## src/rtl/fwd_hazard_unit.sv

```systemverilog
// Forwarding and hazard detection for a five-stage pipeline: operand forward
// selects, load-use stall, control-hazard flush, and saturating event counters.
module fwd_hazard_unit #(
  parameter int CNT_W = 16
) (
  input  logic             clk,
  input  logic             reset,
  input  logic [4:0]       Rs1D,
  input  logic [4:0]       Rs2D,
  input  logic [4:0]       Rs1E,
  input  logic [4:0]       Rs2E,
  input  logic [4:0]       RdE,
  input  logic             RegWriteE,
  input  logic             ResultSrcE0,
  input  logic             PCSrcE,
  input  logic             CntClr,
  output logic [1:0]       ForwardAE,
  output logic [1:0]       ForwardBE,
  output logic             StallF,
  output logic             StallD,
  output logic             FlushD,
  output logic             FlushE,
  output logic [CNT_W-1:0] StallCount,
  output logic [CNT_W-1:0] FlushCount
);

  localparam logic [1:0]       FWD_RF  = 2'b00;
  localparam logic [1:0]       FWD_WB  = 2'b01;
  localparam logic [1:0]       FWD_MEM = 2'b10;
  localparam logic [CNT_W-1:0] CNT_MAX = '1;
  localparam logic [CNT_W-1:0] CNT_ONE = {{(CNT_W-1){1'b0}}, 1'b1};

  logic [4:0] RdM;
  logic [4:0] RdW;
  logic       RegWriteM;
  logic       RegWriteW;
  logic       lw_stall;

  // Destination tracking follows the instruction stream and never stalls.
  always_ff @(posedge clk or posedge reset) begin
    if (reset) begin
      RdM       <= '0;
      RdW       <= '0;
      RegWriteM <= 1'b0;
      RegWriteW <= 1'b0;
    end else begin
      RdM       <= RdE;
      RegWriteM <= RegWriteE;
      RdW       <= RdM;
      RegWriteW <= RegWriteM;
    end
  end

  function automatic logic [1:0] fwd_sel(
    input logic [4:0] rs,
    input logic [4:0] rd_m,
    input logic       we_m,
    input logic [4:0] rd_w,
    input logic       we_w
  );
    logic [1:0] sel;
    sel = FWD_RF;
    if (we_m && (rd_m != 5'd0) && (rd_m == rs))
      sel = FWD_MEM;
    else if (we_w && (rd_w != 5'd0) && (rd_w == rs))
      sel = FWD_WB;
    return sel;
  endfunction

  always_comb begin
    ForwardAE = fwd_sel(Rs1E, RdM, RegWriteM, RdW, RegWriteW);
    ForwardBE = fwd_sel(Rs2E, RdM, RegWriteM, RdW, RegWriteW);
  end

  always_comb begin
    lw_stall = ResultSrcE0 & RegWriteE & (RdE != 5'd0) &
               ((RdE == Rs1D) | (RdE == Rs2D));
  end

  // Controls are held low while reset is asserted, independent of the inputs.
  always_comb begin
    StallF = lw_stall & ~reset;
    StallD = lw_stall & ~reset;
    FlushD = PCSrcE & ~reset;
    FlushE = (lw_stall | PCSrcE) & ~reset;
  end

  always_ff @(posedge clk or posedge reset) begin
    if (reset) begin
      StallCount <= '0;
    end else if (CntClr) begin
      StallCount <= '0;
    end else if (lw_stall && (StallCount != CNT_MAX)) begin
      StallCount <= StallCount + CNT_ONE;
    end
  end

  always_ff @(posedge clk or posedge reset) begin
    if (reset) begin
      FlushCount <= '0;
    end else if (CntClr) begin
      FlushCount <= '0;
    end else if (PCSrcE && (FlushCount != CNT_MAX)) begin
      FlushCount <= FlushCount + CNT_ONE;
    end
  end

endmodule

```

## config.mk

```make
export PLATFORM = sky130hd
export DESIGN_NAME = fwd_hazard_unit
export DESIGN_NICKNAME = d
export VERILOG_FILES = /design/src/rtl/fwd_hazard_unit.sv
export SDC_FILE = /design/constraint.sdc
export NUM_CORES = 1
export LEC_CHECK = 0
export ABC_AREA = 0
export BUFFER_PORTS_ARGS = -buffer_cell sky130_fd_sc_hd__buf_4
export CORE_ASPECT_RATIO = 1.2
export CORE_UTILIZATION = 52
export CTS_CLUSTER_SIZE = 8
export DETAILED_ROUTE_END_ITERATION = 16
export MAX_ROUTING_LAYER = met4
export PLACE_DENSITY_LB_ADDON = 0.05
export SYNTH_ARGS = -nofsm -noshare
export SYNTH_HDL_FRONTEND = slang
export SYNTH_SLANG_ARGS = --single-unit
```

## constraint.sdc

```tcl
create_clock -name clk -period 2.12 [get_ports clk]
set_input_delay 0.212 -clock clk [delete_from_list [all_inputs] [get_ports clk]]
set_output_delay 0.212 -clock clk [all_outputs]
set_load 0.005 [all_outputs]
```

; ---- Yosys cells after proc, flatten, opt, wreduce, memory -nomap -nowiden
; Index checks and enable logic that the tools add are counted.
[op_classes]
muxes = 8
n_div = 0
multipliers = 0
bitwise_logic = 9
eq_ne = 8
n_lt_le_gt_ge = 0
reduce_logical = 13
n_shift = 0
addsub = 2
[ops]
columns = operator, n
row1 = two-way mux 16 bit, 4
row2 = adder 16 x 1 -> 16 bit (second input constant), 2
row3 = inequality test 16 bit (second input constant), 2
row4 = == test 5 bit, 6
row5 = nonzero test 5 bit, 3
row6 = logical AND 1 bit, 8
row7 = bitwise AND 1 bit, 6
row8 = two-way mux 2 bit, 2
row9 = nonzero test 2 bit, 2
row10 = two-way mux 1 bit, 2
row11 = OR 1 bit, 2
row12 = inverter 1 bit, 1
[word_totals]
input_bits = 31
ramBits = 0
out_inout_bits = 40
latch_bits = 0
memories = 0
reg_bits = 44
romBits = 0

; ---- Logic depth before layout (Yosys ltp)
; Gate-level depths: netlist (run 1).
[depth]
depth_word = 6
ltp_mapped = 7
mapped_depth_nobuf = 6

; ---- Worst setup path before layout (run 1)
; No wires, ideal clock.
[synth_timing]
kind = register -> register
startpoint = register StallCount[10]
endpoint = register StallCount[9]
path_buffers = 1
stages_incl_launch_ff = 7
required_time_ns = 1.995
period_less_slack_ns = 1.772
setup_slack_ns = 0.348
arrival_ns = 1.647
path_cell_list = dfrtp_1 nand4_1 or3_1 buf_6 o211ai_4 nor3_2 mux2_4
[synth_between]
elab_chain_cells = 3
[synth_lines]
columns = item, line
row1 = start: declaration, 23  ; output logic [CNT_W-1:0] StallCount,
row2 = start signal: assignment, 94  ; StallCount <= StallCount + CNT_ONE;
row3 = inequality test 16 bit, 93  ; end else if (lw_stall && (StallCount != CNT_MAX)) begin
row4 = logical AND 1 bit, 93
row5 = nonzero test 2 bit (no source line), n/a
; No other way between the ends.
; A chain may end at the register's enable or synchronous reset.

; ---- Final worst setup path (run 1)
[layout_timing]
startpoint = register RdW[1]
endpoint = output port ForwardAE[0]
[layout_between]
elab_chain_cells = 5
[layout_lines]
columns = item, line
row1 = start: declaration, 34  ; logic [4:0] RdW;
row2 = start signal: assignment, 49  ; RdW <= RdM;
row3 = nonzero test 5 bit, 65  ; else if (we_w && (rd_w != 5'd0) && (rd_w == rs))
row4 = logical AND 1 bit, 65
row5 = logical AND 1 bit *, 65
row6 = two-way mux 1 bit *, 65
row7 = two-way mux 2 bit *, 63  ; if (we_m && (rd_m != 5'd0) && (rd_m == rs))
row8 = end: declaration, 17  ; output logic [1:0] ForwardAE,
; Every way passes the cells marked *; elsewhere a longest branch is shown, timed or not.

==> flow_summary.ini, run 1 <==
[sta]
relSlewSlack = 0.641
rsz0062_at_grt = true
worst_slew_pin_slew_ps = 533
worst_clock_skew_ps = 6.34
achievable-frequency_ghz = 0.480
finalHoldViolations = 0
period_share = 0.983
finalCriticalPeriod_ps = 2080
finalSetupViolations = 0
final_critical_path_setup_slack_ps = 35.6
report.final.slew_viol_count = 0

[worst_setup_path]
timing.critical_path.arrival_ps = 1870
crit_path_max_incr_delay_ps = 530
slowest_stage_cell_on_the_critical_path = sky130_fd_sc_hd__or4_4
critical_path_peak_fanout = 2
timing.critical_path.to_type = output port
critical_path_buf_inv_count = 2
critPathLaunchType = register
crit_required_ps = 1910
crit_path_cell_trace = buf_6, xor2_1, or4_4, nor4_4, buf_4
timing_worst_setup_path_type = reg2out
critical_path.top_delay_family = simple AND/OR/NAND/NOR gates

[synth]
yosys_warnings = 0
syn_avg_cell_area_sq_um = 9.73
synth_fp_nets = 286
synth_seq_cells = 44
post_synthesis_cell_area_sq_um = 2460
synthCells = 253
synth_largest_type_area_fraction = 0.447
yosysTopAreaCell = sky130_fd_sc_hd__dfrtp_1
synth_enable_flop_cells = 0
synthDistinctLibCells = 40
synth.area.top_cells = sky130_fd_sc_hd__dfrtp_1, sky130_fd_sc_hd__xor2_1, sky130_fd_sc_hd__xnor2_1
synth_seq_area_share = 0.447
dominant_synthesized_flop_cell = sky130_fd_sc_hd__dfrtp_1
synth_async_sr_flop_share = 1.00

[clocking]
cts_tree = done
cts_buffer_depth = 2
cts-root-buf = sky130_fd_sc_hd__clkbuf_8
clk_transition_reported_paths_ps = 80
clk-insertion-delay-late_ps = 290
h-tree-depth = 2
cts.sink_count = 44
cts_buffers = 5
cts-hold-fix-buffers = 0

[power_and_ir_drop]
worst_ir_drop_vdd_mv = 0.403
power-per-cell-area_nw_per_um2 = 544
leakage_nw = 1.42
overall_power_consumption_mw = 1.77

[drt]
drt_first_pass_iters = 4
drt-total-wl_mm = 5.69
route.antenna.remaining_nets = 0
route.detailed.drc = 0
routed-via-count = 2213
detail_route.iter0.violations = 75
drt-vias-per-instance = 5.69
average_detailed_routed_wire_length_per_instance_um = 14.6

[global_routing]
gr-usage-all-layers = 0.250
grt_max_degree = 45
initial_antenna_violation_count = 0
global_route_wire_length_before_repair_mm = 9.50
number_of_global_route_vias_before_repair = 2172
grt-ovfl-total = 0

[finish]
regArea_sq_um = 1100
multi_input_gate_area_in_the_final_layout_sq_um = 1330
final_instance_area_sq_um = 3250
most_common_cell_after_layout_fill_and_taps_aside = sky130_fd_sc_hd__buf_4
fillerInstances = 389
antenna-diode-count = 0
finish.net_count = 363
layoutNonFillerInstCount = 389
commonest_cells_after_routing_fill_and_taps_aside = sky130_fd_sc_hd__buf_4, sky130_fd_sc_hd__dfrtp_1, sky130_fd_sc_hd__xor2_1
post_route_cells_drive_above_1_share = 0.302
syn2layout_area_growth_pct = 32.0

[placed_design]
placedInstanceArea_sq_um = 3060
globalplace.congestion = 0.852
place_inst = 378
detailedPlace.worstSlack_ps = 182
dp.final_hpwl_mm = 4.09
portBuffers = 70

[floorplanning]
design.core.area_sq_um = 4560
floorplan.die_area_sq_um = 5020
height_of_the_die_um = 77.4
die_x_um = 64.8
fp-row-count = 27
ios = 71
initial_utilization = 0.540

[worst_hold_path]
hold_path.class = in2reg

[job]
max_cap_viol_count = 0

[run_status]
run_status = complete, no violations
[report_power, final]
| part | switching, mW | leakage, nW | internal (mW) | total [mW] |
|---|---|---|---|---|
| Clock | 0.277 | 0.0645 | 0.416 | 0.693 |
| Combinational | 0.106 | 0.765 | 0.0967 | 0.203 |
| Sequential | 0.0181 | 0.586 | 0.854 | 0.872 |
[cells in the mapped netlist, types with 5 or more instances]
cell                       count
sky130_fd_sc_hd__nand2_1       9
sky130_fd_sc_hd__a21oi_1      18
sky130_fd_sc_hd__or4_1        11
sky130_fd_sc_hd__clkbuf_1      5
sky130_fd_sc_hd__o21ai_0      12
sky130_fd_sc_hd__xnor2_1      14
sky130_fd_sc_hd__or3_1        12
sky130_fd_sc_hd__nand4_1      11
sky130_fd_sc_hd__inv_1         5
sky130_fd_sc_hd__xor2_1       28
sky130_fd_sc_hd__o31ai_1       7
sky130_fd_sc_hd__nor3_1       10
sky130_fd_sc_hd__nand3_1       7
sky130_fd_sc_hd__dfrtp_1      44
sky130_fd_sc_hd__nor2_1       20
[layout make-up]
class                           count  share of cell area
Sequential cell                    44               0.339
Inverter                            5             0.00578
Clock buffer                        7              0.0296
Tap cell                           58              0.0223
Timing Repair Buffer               80               0.186
Multi-Input combinational cell    194               0.408
Clock inverter                      1             0.00924
[registers in the layout, summed over array words and instances (netlist names)]
register    flops
RdM             5
StallCount     16
FlushCount     16
RdW             5
RegWriteM       1
RegWriteW       1
[layer usage]
layer	up-vias	share of wire	track usage
li1	1086	-	-
met1	1062	0.41	0.281
met2	57	0.54	0.432
met3	8	0.038	0.0485
met4	0	0.014	0.0933
met5	-	0	-
[worst paths after layout]
check / startpoint / endpoint / slack, ps / depth (start not counted)
worst max register to register: StallCount[12] / StallCount[9] / 240 / 5
worst max-delay path: RdW[1] / ForwardAE[0] / 40 / 5
worst min-delay path: RegWriteE / RegWriteM / 40 / 1
worst min register to register: RegWriteM / RegWriteW / 430 / 0
max in group asynchronous: reset / RdM[2] / 1680 / 3
min in group asynchronous: reset / StallCount[8] / 70 / 3
[through the flow]
stage | setup TNS (ps) | util | hold WS (ps)
detailed placement | 0 | 0.671 | 337
finish | 0 | 0.712 | 36.6
global placement | 0 | 0.671 | 335
CTS | -1.45 | 0.708 | 28.9
global route | -87.4 | 0.712 | 20.2
floorplan | 0 | - | 243
[worst reg2reg max path: cells and delay by family, from the launching register on]
kind            cells  cell delay (ps)
flops               1              410
mux                 1              300
compound gates      1              330
simple gates        3              730
[cell families (layout without fill, tap and decap cells)]
group	Yosys count	after routing	share of synthesized area
adders and majority gates	2	2	0.0102
buffers and inverters	15	93	0.0285
AOI/OAI and AO/OA	48	48	0.124
and+or+nand+nor	99	99	0.226
xor gates and xnor gates	42	42	0.149
DFF	44	44	0.447
muxes	3	3	0.0147
[what timing repair did]
item                       4_1_cts  5_1_grt
pin swaps                        3        2
setup buffers                    3        0
resized for setup                5        3
setup endpoints to repair        2        2
No activity file was read; power rests on OpenSTA's default activity.
==> run 2: changes to the inputs <==
- ABC_AREA: 0 -> 1
- CORE_UTILIZATION: 52 -> 54
==> run 2 against run 1 <==
  * Maximum frequency rose by 14%
  * Core utilization fell by 0.39 points
  * Synthesized cell count increased by 54%
  * Hold slack lost 8.2 ps
  * Sequential power rose by 2%
  * Global-route usage rose by 2.9 points
  * Largest power group unchanged
==> flow_summary.ini, run 2 <==
[worst_setup_path]
crit_path_max_incr_delay_ps = 440
timing.critical_path.arrival_ps = 2020
crit_path_cell_trace = ha_1, nand2_2, nor3_4, nand2_2, nand3_4, nand2_4, nand2_1, nand2_1
terminus_of_the_critical_flop_to_flop_path = StallCount[10]
critical_path_buf_inv_count = 0
crit-reg2reg-launch = StallCount[0]
timing.critical_path.to_type = register
crit_required_ps = 2310
timing.reg2reg.setup_slack_ps = 290
timing_worst_setup_path_type = reg2reg
slowest_stage_cell_on_the_critical_path = sky130_fd_sc_hd__dfrtp_1
critical_path.top_delay_family = simple AND/OR/NAND/NOR gates
critical_path_peak_fanout = 17
critPathLaunchType = register
worstRegToRegCells = 8

[sta]
worst_slew_pin_slew_ps = 805
fin_setup_tns_ps = 0
period_share = 0.862
finalSetupViolations = 0
relSlewSlack = 0.460
report.final.slew_viol_count = 0
achievable-frequency_ghz = 0.547
worst_clock_skew_ps = 7.39
final_critical_path_setup_slack_ps = 292
finalCriticalPeriod_ps = 1830
finalHoldViolations = 0
rsz0062_at_grt = false

[drt]
drt-vias-per-instance = 5.33
route.detailed.drc = 0
average_detailed_routed_wire_length_per_instance_um = 13.3
drt_first_pass_iters = 4
routed-via-count = 2780
route.antenna.remaining_nets = 0
detail_route.iter0.violations = 81
drt-total-wl_mm = 6.93

[placed_design]
portBuffers = 70
dp.final_hpwl_mm = 5.12
globalplace.congestion = 0.890
detailedPlace.worstSlack_ps = 239

[global_routing]
initial_antenna_violation_count = 0
grt_max_degree = 26
number_of_global_route_vias_before_repair = 2684
global_route_wire_length_before_repair_mm = 11.6
gr-usage-all-layers = 0.279
grt-ovfl-total = 0

[job]
max_cap_viol_count = 0

[power_and_ir_drop]
power_frac_comb = 0.151
leakage_nw = 1.78
power.sequential.fraction = 0.524
power.share.switching = 0.270
power-per-cell-area_nw_per_um2 = 475
cell_internal_pwr_mw = 1.24
clockPowerShare = 0.325
net-switching-power_mw = 0.458
worst_ir_drop_vdd_mv = 0.338

[synth]
synth_seq_area_share = 0.379
synth_largest_type_area_fraction = 0.379
synth_seq_cells = 44
synthDistinctLibCells = 31
synth_async_sr_flop_share = 1.00
synth.area.top_cells = sky130_fd_sc_hd__dfrtp_1, sky130_fd_sc_hd__nand2_1, sky130_fd_sc_hd__nand3_1
post_synthesis_cell_area_sq_um = 2900
yosysTopAreaCell = sky130_fd_sc_hd__dfrtp_1
synthCells = 389
ys_top_cells_by_count = sky130_fd_sc_hd__nand2_1, sky130_fd_sc_hd__nor2_1, sky130_fd_sc_hd__dfrtp_1, sky130_fd_sc_hd__nand3_1, sky130_fd_sc_hd__inv_1
syn_avg_cell_area_sq_um = 7.46
yosys_warnings = 0
synth_enable_flop_cells = 0
dominant_synthesized_flop_cell = sky130_fd_sc_hd__dfrtp_1
synth_fp_nets = 422
synthMostInstantiatedCell = sky130_fd_sc_hd__nand2_1

[floorplanning]
ios = 71
fp-row-count = 28
floorplan.die_area_sq_um = 5670
initial_utilization = 0.575
die_x_um = 68.9
height_of_the_die_um = 82.3
design.core.area_sq_um = 5040

[finish]
regArea_sq_um = 1100
most_common_cell_after_layout_fill_and_taps_aside = sky130_fd_sc_hd__nand2_1
syn2layout_area_growth_pct = 23.1
finish.net_count = 494
leading_registers_by_flop_count = FlushCount (16), StallCount (16)
antenna-diode-count = 0
post_route_cells_drive_above_1_share = 0.242
multi_input_gate_area_in_the_final_layout_sq_um = 1560
fillerInstances = 449
commonest_cells_after_routing_fill_and_taps_aside = sky130_fd_sc_hd__nand2_1, sky130_fd_sc_hd__buf_4, sky130_fd_sc_hd__nor2_1

[worst_hold_path]
hold_path.class = in2reg
worst_hold_path.endpoint = RegWriteM
hold_depth = 1
holdCritStartpoint = RegWriteE

[clocking]
h-tree-depth = 2
cts-root-buf = sky130_fd_sc_hd__clkbuf_8
clk_transition_reported_paths_ps = 90
cts_tree = done
cts_buffers = 5
cts.sink_count = 44
clk-insertion-delay-late_ps = 300
cts_buffer_depth = 2

[run_status]
run_status = complete, no violations
[run 2: cell count changes after synthesis, sizes merged, moves of 12 or more]
| cell | before | now |
|---|---|---|
| a21oi | 18 | 3 |
| inv | 5 | 41 |
| nand2 | 9 | 106 |
| nand3 | 7 | 41 |
| nor2 | 20 | 54 |
| or3 | 12 | 0 |
[run 2: stage by stage]
| stage | cells | area (sq um) | utilization | hold WS (ps) | total power [mW] |
|---|---|---|---|---|---|
| after floorplan | 389 | 2900 | - | 243 | 1.05 |
| after global placement | 513 | 3470 | 0.688 | 321 | 1.15 |
| final | 522 | 3570 | 0.709 | 28.4 | 1.70 |
| after global routing | 522 | 3570 | 0.709 | 20.4 | 1.78 |
| after CTS | 522 | 3570 | 0.708 | 23.4 | 1.71 |
| after detailed placement | 513 | 3470 | 0.688 | 327 | 1.16 |
[run 2: worst max path at each step]
stage                                end  cells past startpoint     startpoint
after floorplan           StallCount[11]                      9  StallCount[0]
after global placement     FlushCount[5]                      9  FlushCount[0]
after detailed placement   FlushCount[5]                      9  FlushCount[0]
after CTS                  FlushCount[5]                      9  FlushCount[0]
after global routing       FlushCount[6]                      9  FlushCount[0]
final                     StallCount[10]                      8  StallCount[0]
[run 2: what timing repair did]
action,4_1_cts,5_1_grt
buffers inserted,0,0
endpoints found under the hold margin,2,0
hold buffers,1,0
setup endpoints to repair,0,4
gates resized for setup,0,1
[run 2: cell type report]
type	instances	share of cell area
multi-input combinational	294	0.437
sequential	44	0.308
timing repair buffer	75	0.165
inverter	41	0.0431
clock buffer	6	0.0231
tap	60	0.0210
clock inverter	2	0.00280
[run 2: worst register-to-register path: stages, from the launching register on]
cell and delay [ps]:
sky130_fd_sc_hd__dfrtp_1 440, sky130_fd_sc_hd__ha_1 230, sky130_fd_sc_hd__nand2_2 110, sky130_fd_sc_hd__nor3_4 240, sky130_fd_sc_hd__nand2_2 90, sky130_fd_sc_hd__nand3_4 220, sky130_fd_sc_hd__nand2_4 220, sky130_fd_sc_hd__nand2_1 120
sky130_fd_sc_hd__nand2_1 50
[run 2: cell families (layout without fill, tap and decap cells)]
group / count (synthesis) / in the layout / synth area share
compound gates: 24 / 24 / 0.0457
xor+xnor: 36 / 36 / 0.109
fa+ha+maj: 2 / 2 / 0.00862
buf+inv: 51 / 124 / 0.0836
flops: 44 / 44 / 0.379
simple gates: 232 / 232 / 0.374
[run 2: routing by layer]
metal | global-route usage | vias up | wire (um)
met5 | - | - | 0
li1 | - | 1387 | -
met4 | 0.0857 | 0 | 95
met2 | 0.501 | 72 | 3640
met3 | 0.0440 | 10 | 300
met1 | 0.311 | 1311 | 2890
[run 2: power by group through the flow]
| stage | logic, mW | clock network (mW) | registers (mW) |
|---|---|---|---|
| 3_5_place_dp | 0.255 | 0 | 0.907 |
| 2_1_floorplan | 0.145 | 0 | 0.902 |
| 5_1_grt | 0.290 | 0.600 | 0.894 |
| 4_1_cts | 0.257 | 0.564 | 0.890 |
| 6_report | 0.256 | 0.551 | 0.890 |
| 3_3_place_gp | 0.250 | 0 | 0.904 |
